$ cat src/rtl/eject_collector.sv
// Node-side eject sink: six per-direction FIFOs merged round-robin onto one
// valid/ready stream, plus a counter that flags arrival of an armed collective.
module eject_collector #(
   parameter int PKT_W      = 85,
   parameter int FIFO_DEPTH = 4,
   parameter int COUNT_W    = 8
) (
   input  logic               clk,
   input  logic               rst,
   input  logic [PKT_W-1:0]   in_xpos_eject,
   input  logic [PKT_W-1:0]   in_ypos_eject,
   input  logic [PKT_W-1:0]   in_zpos_eject,
   input  logic [PKT_W-1:0]   in_xneg_eject,
   input  logic [PKT_W-1:0]   in_yneg_eject,
   input  logic [PKT_W-1:0]   in_zneg_eject,
   input  logic               expect_load,
   input  logic [3:0]         expect_op,
   input  logic [COUNT_W-1:0] expect_count,
   output logic [PKT_W-1:0]   out_pkt,
   output logic               out_valid,
   input  logic               out_ready,
   output logic [COUNT_W-1:0] rcv_count,
   output logic               done,
   output logic [5:0]         overflow
);

   localparam int NP = 6;
   localparam int AW = $clog2(FIFO_DEPTH);
   localparam int CW = AW + 1;

   localparam logic [1:0] S_IDLE  = 2'd0;
   localparam logic [1:0] S_COUNT = 2'd1;
   localparam logic [1:0] S_DONE  = 2'd2;

   logic [PKT_W-1:0]   w_in [NP];
   logic [PKT_W-1:0]   r_mem [NP][FIFO_DEPTH];
   logic [AW-1:0]      r_wptr [NP];
   logic [AW-1:0]      r_rptr [NP];
   logic [CW-1:0]      r_cnt [NP];
   logic [NP-1:0]      w_nonempty, w_full, w_wr, w_pop, w_drop;
   logic [2:0]         r_rr_ptr;
   logic [3:0]         w_idx;
   logic [2:0]         w_gnt_idx;
   logic               w_gnt_vld;
   logic               w_adv;
   logic [PKT_W-1:0]   w_rd_data;
   logic [PKT_W-1:0]   r_out_pkt;
   logic               r_out_valid;
   logic [5:0]         r_ovf;
   logic [1:0]         r_state;
   logic [3:0]         r_op;
   logic [COUNT_W-1:0] r_exp;
   logic [COUNT_W-1:0] r_rcv;
   logic [COUNT_W-1:0] w_rcv_inc;
   logic               r_done;
   logic               w_hs;
   logic               w_match;

   assign w_in[0] = in_xpos_eject;
   assign w_in[1] = in_ypos_eject;
   assign w_in[2] = in_zpos_eject;
   assign w_in[3] = in_xneg_eject;
   assign w_in[4] = in_yneg_eject;
   assign w_in[5] = in_zneg_eject;

   assign w_adv     = ~r_out_valid | out_ready;
   assign w_rd_data = r_mem[w_gnt_idx][r_rptr[w_gnt_idx]];

   // FIFO occupancy flags
   always_comb begin
      w_nonempty = '0;
      w_full     = '0;
      for (int i = 0; i < NP; i++) begin
         w_nonempty[i] = (r_cnt[i] != '0);
         w_full[i]     = (r_cnt[i] == CW'(FIFO_DEPTH));
      end
   end

   // Round-robin pick; scanning from the far end lets the nearest requester win
   always_comb begin
      w_gnt_vld = 1'b0;
      w_gnt_idx = 3'd0;
      w_idx     = 4'd0;
      w_pop     = '0;
      for (int k = NP - 1; k >= 0; k--) begin
         w_idx     = {1'b0, r_rr_ptr} + 4'(k);
         w_idx     = (w_idx >= 4'(NP)) ? (w_idx - 4'(NP)) : w_idx;
         w_gnt_vld = w_gnt_vld | w_nonempty[w_idx[2:0]];
         w_gnt_idx = w_nonempty[w_idx[2:0]] ? w_idx[2:0] : w_gnt_idx;
      end
      w_pop[w_gnt_idx] = w_gnt_vld & w_adv;
   end

   // Write enables; a full FIFO being popped this cycle still has room
   always_comb begin
      w_wr   = '0;
      w_drop = '0;
      for (int i = 0; i < NP; i++) begin
         w_wr[i]   = w_in[i][PKT_W-1] & (~w_full[i] | w_pop[i]);
         w_drop[i] = w_in[i][PKT_W-1] & w_full[i] & ~w_pop[i];
      end
   end

   // FIFO storage (no reset needed; occupancy is tracked separately)
   always_ff @(posedge clk) begin
      for (int i = 0; i < NP; i++) begin
         if (w_wr[i]) r_mem[i][r_wptr[i]] <= w_in[i];
      end
   end

   // FIFO pointers, occupancy and sticky drop flags
   always_ff @(posedge clk or negedge rst) begin
      if (!rst) begin
         for (int i = 0; i < NP; i++) begin
            r_wptr[i] <= '0;
            r_rptr[i] <= '0;
            r_cnt[i]  <= '0;
         end
         r_ovf <= 6'b000000;
      end else begin
         for (int i = 0; i < NP; i++) begin
            if (w_wr[i])   r_wptr[i] <= r_wptr[i] + AW'(1);
            if (w_pop[i])  r_rptr[i] <= r_rptr[i] + AW'(1);
            r_cnt[i] <= r_cnt[i] + CW'(w_wr[i]) - CW'(w_pop[i]);
            if (w_drop[i]) r_ovf[i] <= 1'b1;
         end
      end
   end

   // Output register and round-robin pointer
   always_ff @(posedge clk or negedge rst) begin
      if (!rst) begin
         r_out_pkt   <= '0;
         r_out_valid <= 1'b0;
         r_rr_ptr    <= 3'd0;
      end else if (w_adv) begin
         r_out_valid <= w_gnt_vld;
         if (w_gnt_vld) begin
            r_out_pkt <= w_rd_data;
            r_rr_ptr  <= (w_gnt_idx == 3'(NP - 1)) ? 3'd0 : (w_gnt_idx + 3'd1);
         end
      end
   end

   assign w_hs      = r_out_valid & out_ready;
   assign w_match   = (r_out_pkt[PKT_W-2 -: 4] == r_op);
   assign w_rcv_inc = (r_rcv == '1) ? r_rcv : (r_rcv + COUNT_W'(1));

   // Collective counter FSM; a load re-arms from any state
   always_ff @(posedge clk or negedge rst) begin
      if (!rst) begin
         r_state <= S_IDLE;
         r_op    <= 4'd0;
         r_exp   <= '0;
         r_rcv   <= '0;
         r_done  <= 1'b0;
      end else if (expect_load) begin
         r_op    <= expect_op;
         r_exp   <= expect_count;
         r_rcv   <= '0;
         r_state <= (expect_count == '0) ? S_DONE : S_COUNT;
         r_done  <= (expect_count == '0);
      end else begin
         case (r_state)
            S_IDLE: r_done <= 1'b0;
            S_COUNT: begin
               if (w_hs && w_match) begin
                  r_rcv <= w_rcv_inc;
                  if (w_rcv_inc == r_exp) begin
                     r_state <= S_DONE;
                     r_done  <= 1'b1;
                  end
               end
            end
            S_DONE: r_done <= 1'b1;
            default: begin
               r_state <= S_IDLE;
               r_done  <= 1'b0;
            end
         endcase
      end
   end

   assign out_pkt   = r_out_pkt;
   assign out_valid = r_out_valid;
   assign rcv_count = r_rcv;
   assign done      = r_done;
   assign overflow  = r_ovf;

endmodule

$ cat config.mk
export PLATFORM = sky130hd
export DESIGN_NAME = eject_collector
export DESIGN_NICKNAME = d
export VERILOG_FILES = /design/src/rtl/eject_collector.sv
export SDC_FILE = /design/constraint.sdc
export NUM_CORES = 2
export LEC_CHECK = 0
export CORE_MARGIN = 4
export CORE_UTILIZATION = 55
export CTS_CLUSTER_SIZE = 16
export DETAILED_ROUTE_END_ITERATION = 6
export PLACE_DENSITY_LB_ADDON = 0.25
export SYNTH_ARGS = -nofsm -noshare
export SYNTH_HDL_FRONTEND = slang
export SYNTH_SLANG_ARGS = --single-unit
$ cat constraint.sdc
create_clock -name clk -period 9.1 [get_ports clk]
set_clock_uncertainty 0.05 [all_clocks]
set_input_delay 1.82 -clock clk [delete_from_list [all_inputs] [get_ports clk]]
set_output_delay 1.82 -clock clk [all_outputs]
set_load 0.03 [all_outputs]
# Word level (Yosys, flattened, before mapping)
# Memories as Yosys holds them, arrays and structs flattened.
# Index checks and enable logic that the tools add are counted.
dict set report totals {
  register_bits 160
  ramBits 2040
  input_bits 526
  output_inout_bits 101
  wordCells 260
  n_memories 1
}
dict set report op_classes {
  n_addsub 37
  n_lt_le_gt_ge 28
  n_eq_ne 15
  n_mux 70
  bitwise_logic 54
  n_reduce_logical 23
}
# name words word_bits rd rd_ports_with_merged_regs write_ports line_no
set memory_table {}
lappend memory_table {r_mem 6 340 1 0 6 36} ;# logic [PKT_W-1:0] r_mem [NP][FIFO_DEPTH];
# operator n
set ops {}
lappend ops {{$mux 340} 6}
lappend ops {{$demux 85 s2} 6}
lappend ops {{$mux 85} 8}
lappend ops {{$bmux 85 s2} 1}
lappend ops {{$mux 3} 13}
lappend ops {{$mux 8} 4}
lappend ops {{$lt 3x4->1 const B} 7}
lappend ops {{$add 2x1->2 const B} 12}
lappend ops {{$ge 3x3->1 const B} 8}
lappend ops {{$eq 3x3->1 const B} 7}
lappend ops {{$not 2->3} 7}
lappend ops {{$and 1x1->1} 20}
lappend ops {{$ge 4x3->1 const B} 5}
lappend ops {{$add 3x1->3} 6}
lappend ops {{$bmux 1 s3} 6}
lappend ops {{$lt 3x1->1 const B} 6}
lappend ops {{$reduce_bool 3->1} 6}
lappend ops {{$sub 3x1->3} 6}
lappend ops {{$sub 3x3->3 const B} 6}
lappend ops {{$mux 1} 16}
lappend ops {{$not 1->1} 13}
lappend ops {{$mux 2} 6}
lappend ops {{$or 1x1->1} 12}
lappend ops {{$add 3x2->4 const B} 2}
lappend ops {{26 further kinds} 38}

# Depth between registers and ports, before layout
dict set report depth {
  ltp_word 20
  mapped_depth 25
  mapped_depth_nobuf 21
}

# Worst setup path before layout
# No wires, ideal clock.
dict set report synth_path {
  path_kind {reg2reg}
  startpoint {register r_rr_ptr[0]}
  endpoint {memory r_mem[2][0] (netlist name), enable pin}
  setup_ns 0.529
  arrival_time_ns 6.945
  required_time_ns 8.521
  path_slack_ns 1.575
  stages_incl_launch_ff 19
  n_path_buf 6
  synth_period_minus_slack_ns 7.525
  path_cell_list {dfrtp_1 buf_2 inv_2 ha_1 buf_2 buf_2 nand3_1 mux2i_1 mux2i_1 o22a_1 a211o_1 o311ai_2 or2_1 buf_6 buf_6 buf_6 nor3_2 o21ai_2 nor2_1}
}
# element line_no
set synth_lines {}
lappend synth_lines {{start, declared} 41} ;# logic [2:0] r_rr_ptr;
lappend synth_lines {{start signal, assigned} 140} ;# r_rr_ptr <= (w_gnt_idx == 3'(NP - 1)) ? 3'd0 : (w_gnt_idx + 3'd1);
lappend synth_lines {{end, declared} 36}

# Final worst setup path
dict set report layout_path {
  startpoint {register r_rr_ptr[1]}
  endpoint {register r_out_pkt[81], in the netlist out_pkt[81]}
}
dict set report layout_via {
  elab_chain_len 19
  word_cells_on_any_way 56
  classes_between {add/sub (11); order compare (6); mux (30); bitwise (7); reduce/logical (1); memory (1)}
}
# element line_no
set layout_lines {}
lappend layout_lines {{$add 3x3->4} 86} ;# w_idx = {1'b0, r_rr_ptr} + 4'(k);
lappend layout_lines {{$ge 4x3->1 or $sub 3x3->3 (tied branches)} 87} ;# w_idx = (w_idx >= 4'(NP)) ? (w_idx - 4'(NP)) : w_idx;
lappend layout_lines {{$mux 3} 87}
lappend layout_lines {{$bmux 1 s3} {88, 89}}
lappend layout_lines {{$mux 1 (not written as such)} {88, 89}}
lappend layout_lines {{$mux 3 (6 in series)} 89} ;# w_gnt_idx = w_nonempty[w_idx[2:0]] ? w_idx[2:0] : w_gnt_idx;
lappend layout_lines {{$not 3->4 (not written as such)} 67} ;# assign w_rd_data = r_mem[w_gnt_idx][r_rptr[w_gnt_idx]];
lappend layout_lines {{$bmux 2 s3} 67}
lappend layout_lines {{$mux 2 (not written as such) (2 in series)} 67}
lappend layout_lines {{$not 2->3 (not written as such)} 67}
lappend layout_lines {{$bmux 85 s2} 67}
lappend layout_lines {{$mux 85 (not written as such) (2 in series)} 67}
lappend layout_lines {{end signal, assigned} 139} ;# r_out_pkt <= w_rd_data;
lappend layout_lines {{end, declared} 47} ;# logic [PKT_W-1:0] r_out_pkt;
# Several ways; a longest one is shown, not always the timed one. The select of a mux whose other input is x is not followed.
# A chain may end at the register's enable or synchronous reset.

==> out/results.txt <==
Slew HR -> 16.8%
EDFF count, synth -> 2040
Clock Sinks -> 2200
CTS Buf Count -> 210
Initial DRC Count -> 8483
First-pass GRT wire length -> 389000 um
Seq cells post-synth -> 2200
Layout cell share with drive strength beyond 1 -> 7.90%
Root buffer cell -> clkbuf_16
Tcrit/Tclk final -> 77.2%
CP max stage cell -> o32ai_1
Final hold violations -> 0
CTS Hold Bufs -> 0
Rows -> 144
Setup violators final -> 0
Cell area after layout -> 101000 um2
Worst Setup Start Kind -> register
FMAX -> 142 MHz
Cell family with most CP delay -> compound AO/OA/AOI/OAI gates
Maximum clock path buffer count -> 3
Worst reg2reg setup slack -> 2.08 ns
Cell variety after synth -> 81
Fin cells -> 8248
Sequential area share after synthesis -> 75.9%
H-tree Lvls -> 4
Cell Area, Synth -> 85900 um2
DP Area -> 94000 um2
Clock transition at path regs -> 0.06 ns
Slew Limit Fails -> 0
GP Congestion -> 0.857
Antenna viol nets, final -> 0
Arr. time, crit path -> 7.71 ns
Skew-Pair Late Insertion Delay -> 0.84 ns
Synth-to-layout area growth -> 17.7%
WL per Instance -> 33.4 um
Max-cap viol count -> 0
Die Ht -> 403 um
Total number of vias -> 56000
Num ports -> 627
Tmin final -> 7.02 ns
CTS tree -> done
Fraction of registers with async set/reset -> 7.27%
Hold Startpoint -> r_rptr[3]$_DFFE_PN0N_
Die ar. -> 163000 um2
Worst setup endpoint -> out_pkt[81]$_DFFE_PN0P_
Syn_nets -> 6002
Total GRT Usage -> 33.2%
Placed Instances -> 7798
# Post-CTS Setup Buffers -> 0
Synth Flop Type -> edfxtp_1
Cell-by-cell trace of the critical path -> inv_1, ha_1, nand3_1, mux2i_1, mux2i_1, o22a_1, and2_4, o32ai_1, or2_4, buf_4, buf_4, o21ai_0, a2111oi_0, o21ai_0, nand3_1
Setup TNS Final -> 0 ns
Largest net degree at the start of global routing -> 201
Worst Tran Pin Value -> 1.25 ns
Status -> finished clean
I/O Buffers -> 626
Post-Syn Instances -> 5423
DRC viols -> 0
Hold Crit Class -> register to register
Biggest cell delay along the critical path -> 0.81 ns
Worst Setup SP -> r_rr_ptr[1]$_DFFE_PN0P_
1st-pass router iterations -> 7
Via count of the first global-routing pass -> 54800
CP Data Required Time -> 9.78 ns
Initial antenna violation count -> 80
Die Wd -> 403 um
Worst-path fanout max -> 70
RSZ-0062 raised after global routing -> no
Reg2Reg Depth -> 15
Type of the worst setup path -> register to register
Nets -> 6545
Post-DP HPWL -> 158000 um
Reg2reg start -> r_rr_ptr[1]$_DFFE_PN0P_
R2R Path End -> out_pkt[81]$_DFFE_PN0P_
Post-CTS sizing -> 0
Core Area -> 155000 um2
Avg Cell Area, Syn -> 15.8 um2
WP buf/inv -> 3
Initial Utilization -> 55.6%
Routed wire length -> 275000 um
Stages on worst setup path -> 15
Crit end category -> register
GR Overflow Total -> 0
Synthesis Warnings -> 0
Number of vias per cell -> 6.79
area by class of cell:
class / instances / area [um2]
clock buffer: 286 / 5900
inverter: 58 / 218
multi-input combinational: 2778 / 18700
antenna: 51 / 128
sequential: 2200 / 65300
timing repair buffer: 718 / 7240
tap: 2044 / 2560
clock inverter: 113 / 1090
fill: 10600 / 53500
cells in the final DEF (no fill, tap or decap), types with 7 or more instances in the layout:
master / Yosys / final
nor2b_1: 87 / 87
o21ai_0: 329 / 329
clkdlybuf4s50_1: 0 / 625
nand2_1: 472 / 469
clkinv_2: 0 / 37
ha_1: 47 / 47
a221oi_1: 169 / 169
edfxtp_1: 2040 / 2040
inv_6: 0 / 8
buf_12: 0 / 22
clkbuf_1: 201 / 46
nor2_4: 0 / 8
o2111ai_1: 84 / 84
clkbuf_8: 0 / 25
xor2_1: 20 / 20
nand3_1: 99 / 99
mux2_2: 17 / 17
and2_4: 2 / 22
a21oi_1: 104 / 103
a211oi_1: 7 / 7
and3_1: 172 / 172
bufinv_16: 0 / 14
a21o_1: 176 / 176
mux2i_1: 184 / 184
o21ai_1: 21 / 21
clkinvlp_4: 0 / 8
or3_1: 11 / 10
clkbuf_16: 0 / 215
xnor2_1: 30 / 30
a2111oi_0: 253 / 253
diode_2: 0 / 51
nor3_1: 15 / 15
dfrtp_1: 160 / 159
nor2_1: 26 / 20
o211ai_1: 85 / 85
o22ai_1: 255 / 255
buf_4: 32 / 70
inv_1: 57 / 57
clkinv_1: 0 / 37
synthesized netlist by cell type (3+ instances only):
master,count,area share [%]
a221oi_1,169,1.7
a2111oi_0,253,2.6
or3_1,11,0.080
clkbuf_1,201,0.88
o22ai_1,255,1.9
o2111ai_1,84,0.86
mux2i_1,184,2.1
edfxtp_1,2040,71
nor4_1,6,0.044
o21a_1,3,0.026
nor2_1,26,0.11
or2_1,3,0.022
inv_1,57,0.25
nand2b_1,5,0.036
o21ai_1,21,0.12
ha_1,47,0.68
mux4_2,3,0.079
xnor2_1,30,0.31
nor2b_1,87,0.63
nor3_2,3,0.035
and2_1,23,0.17
nand4_1,3,0.022
and3_1,172,1.3
a21o_1,176,1.5
fa_1,6,0.14
buf_4,32,0.28
a211oi_1,7,0.061
o221ai_1,5,0.051
nand3_1,99,0.58
buf_1,14,0.061
buf_2,115,0.67
nand2_1,472,2.1
buf_6,24,0.31
nor3_1,15,0.087
o21ai_0,329,1.9
a41o_1,3,0.035
o211ai_1,85,0.74
xor2_1,20,0.20
o31ai_1,5,0.044
dfrtp_1,160,4.7
a21oi_1,104,0.61
mux2_2,17,0.22
metal layers:
layer,up-vias,global-route usage (%),routed length (um)
li1,22900,-,-
met1,28000,44.5,100000
met2,4386,52.1,129000
met3,685,9.15,35400
met4,44,13.5,10600
met5,-,0,299
through the flow:
stage | worst slack [ns] | hold slack [ns] | utilization (%)
6_report | 2.08 | 0.429 | 65.4
5_1_grt | 1.50 | 0.453 | 65.4
4_1_cts | 2.23 | 0.429 | 65.3
3_5_place_dp | 2.27 | 0.418 | 60.8
3_3_place_gp | 2.48 | 0.415 | 60.8
2_1_floorplan | 1.58 | 0.394 | -
worst min-delay path by stage:
stage          slack [ns]  cells past startpoint                     end
2_1_floorplan        0.39                      1   r_rptr[3]$_DFFE_PN0N_
5_1_grt              0.45                      1   r_rptr[9]$_DFFE_PN0N_
4_1_cts              0.43                      1   r_rptr[3]$_DFFE_PN0N_
6_report             0.43                      1   r_rptr[3]$_DFFE_PN0N_
3_3_place_gp         0.42                      1  r_rptr[11]$_DFFE_PN0P_
3_5_place_dp         0.42                      1   r_rptr[3]$_DFFE_PN0N_
state kept, by name, indices dropped and copies added, names as in the netlist:
signal	count
r_mem	2040
r_rr_ptr	3
r_rptr	12
overflow	6
r_wptr	12
r_exp	8
r_cnt	18
r_state	2
r_op	4
out_valid	1
out_pkt	85
rcv_count	8
done	1
worst register-to-register path, cell delays in order, from the launching register on:
cell	delay [ns]
dfrtp_1	0.59
inv_1	0.22
ha_1	0.63
nand3_1	0.13
mux2i_1	0.38
mux2i_1	0.15
o22a_1	0.27
and2_4	0.18
o32ai_1	0.81
or2_4	0.75
buf_4	0.78
buf_4	0.84
o21ai_0	0.29
a2111oi_0	0.53
o21ai_0	0.21
nand3_1	0.13
cells by family after synthesis:
| kind of cell | Yosys count | synth area share [%] |
|---|---|---|
| adders and majority gates | 53 | 0.824 |
| AOI/OAI and AO/OA | 1526 | 12.5 |
| and+or+nand+nor | 942 | 5.29 |
| muxes | 207 | 2.49 |
| buffers and inverters | 445 | 2.46 |
| DFF | 2200 | 75.9 |
| xor gates and xnor gates | 50 | 0.510 |
Power is left out: the tool's default activity adds up to more than one toggle a clock period on the data nets, which glitch-free logic cannot reach.
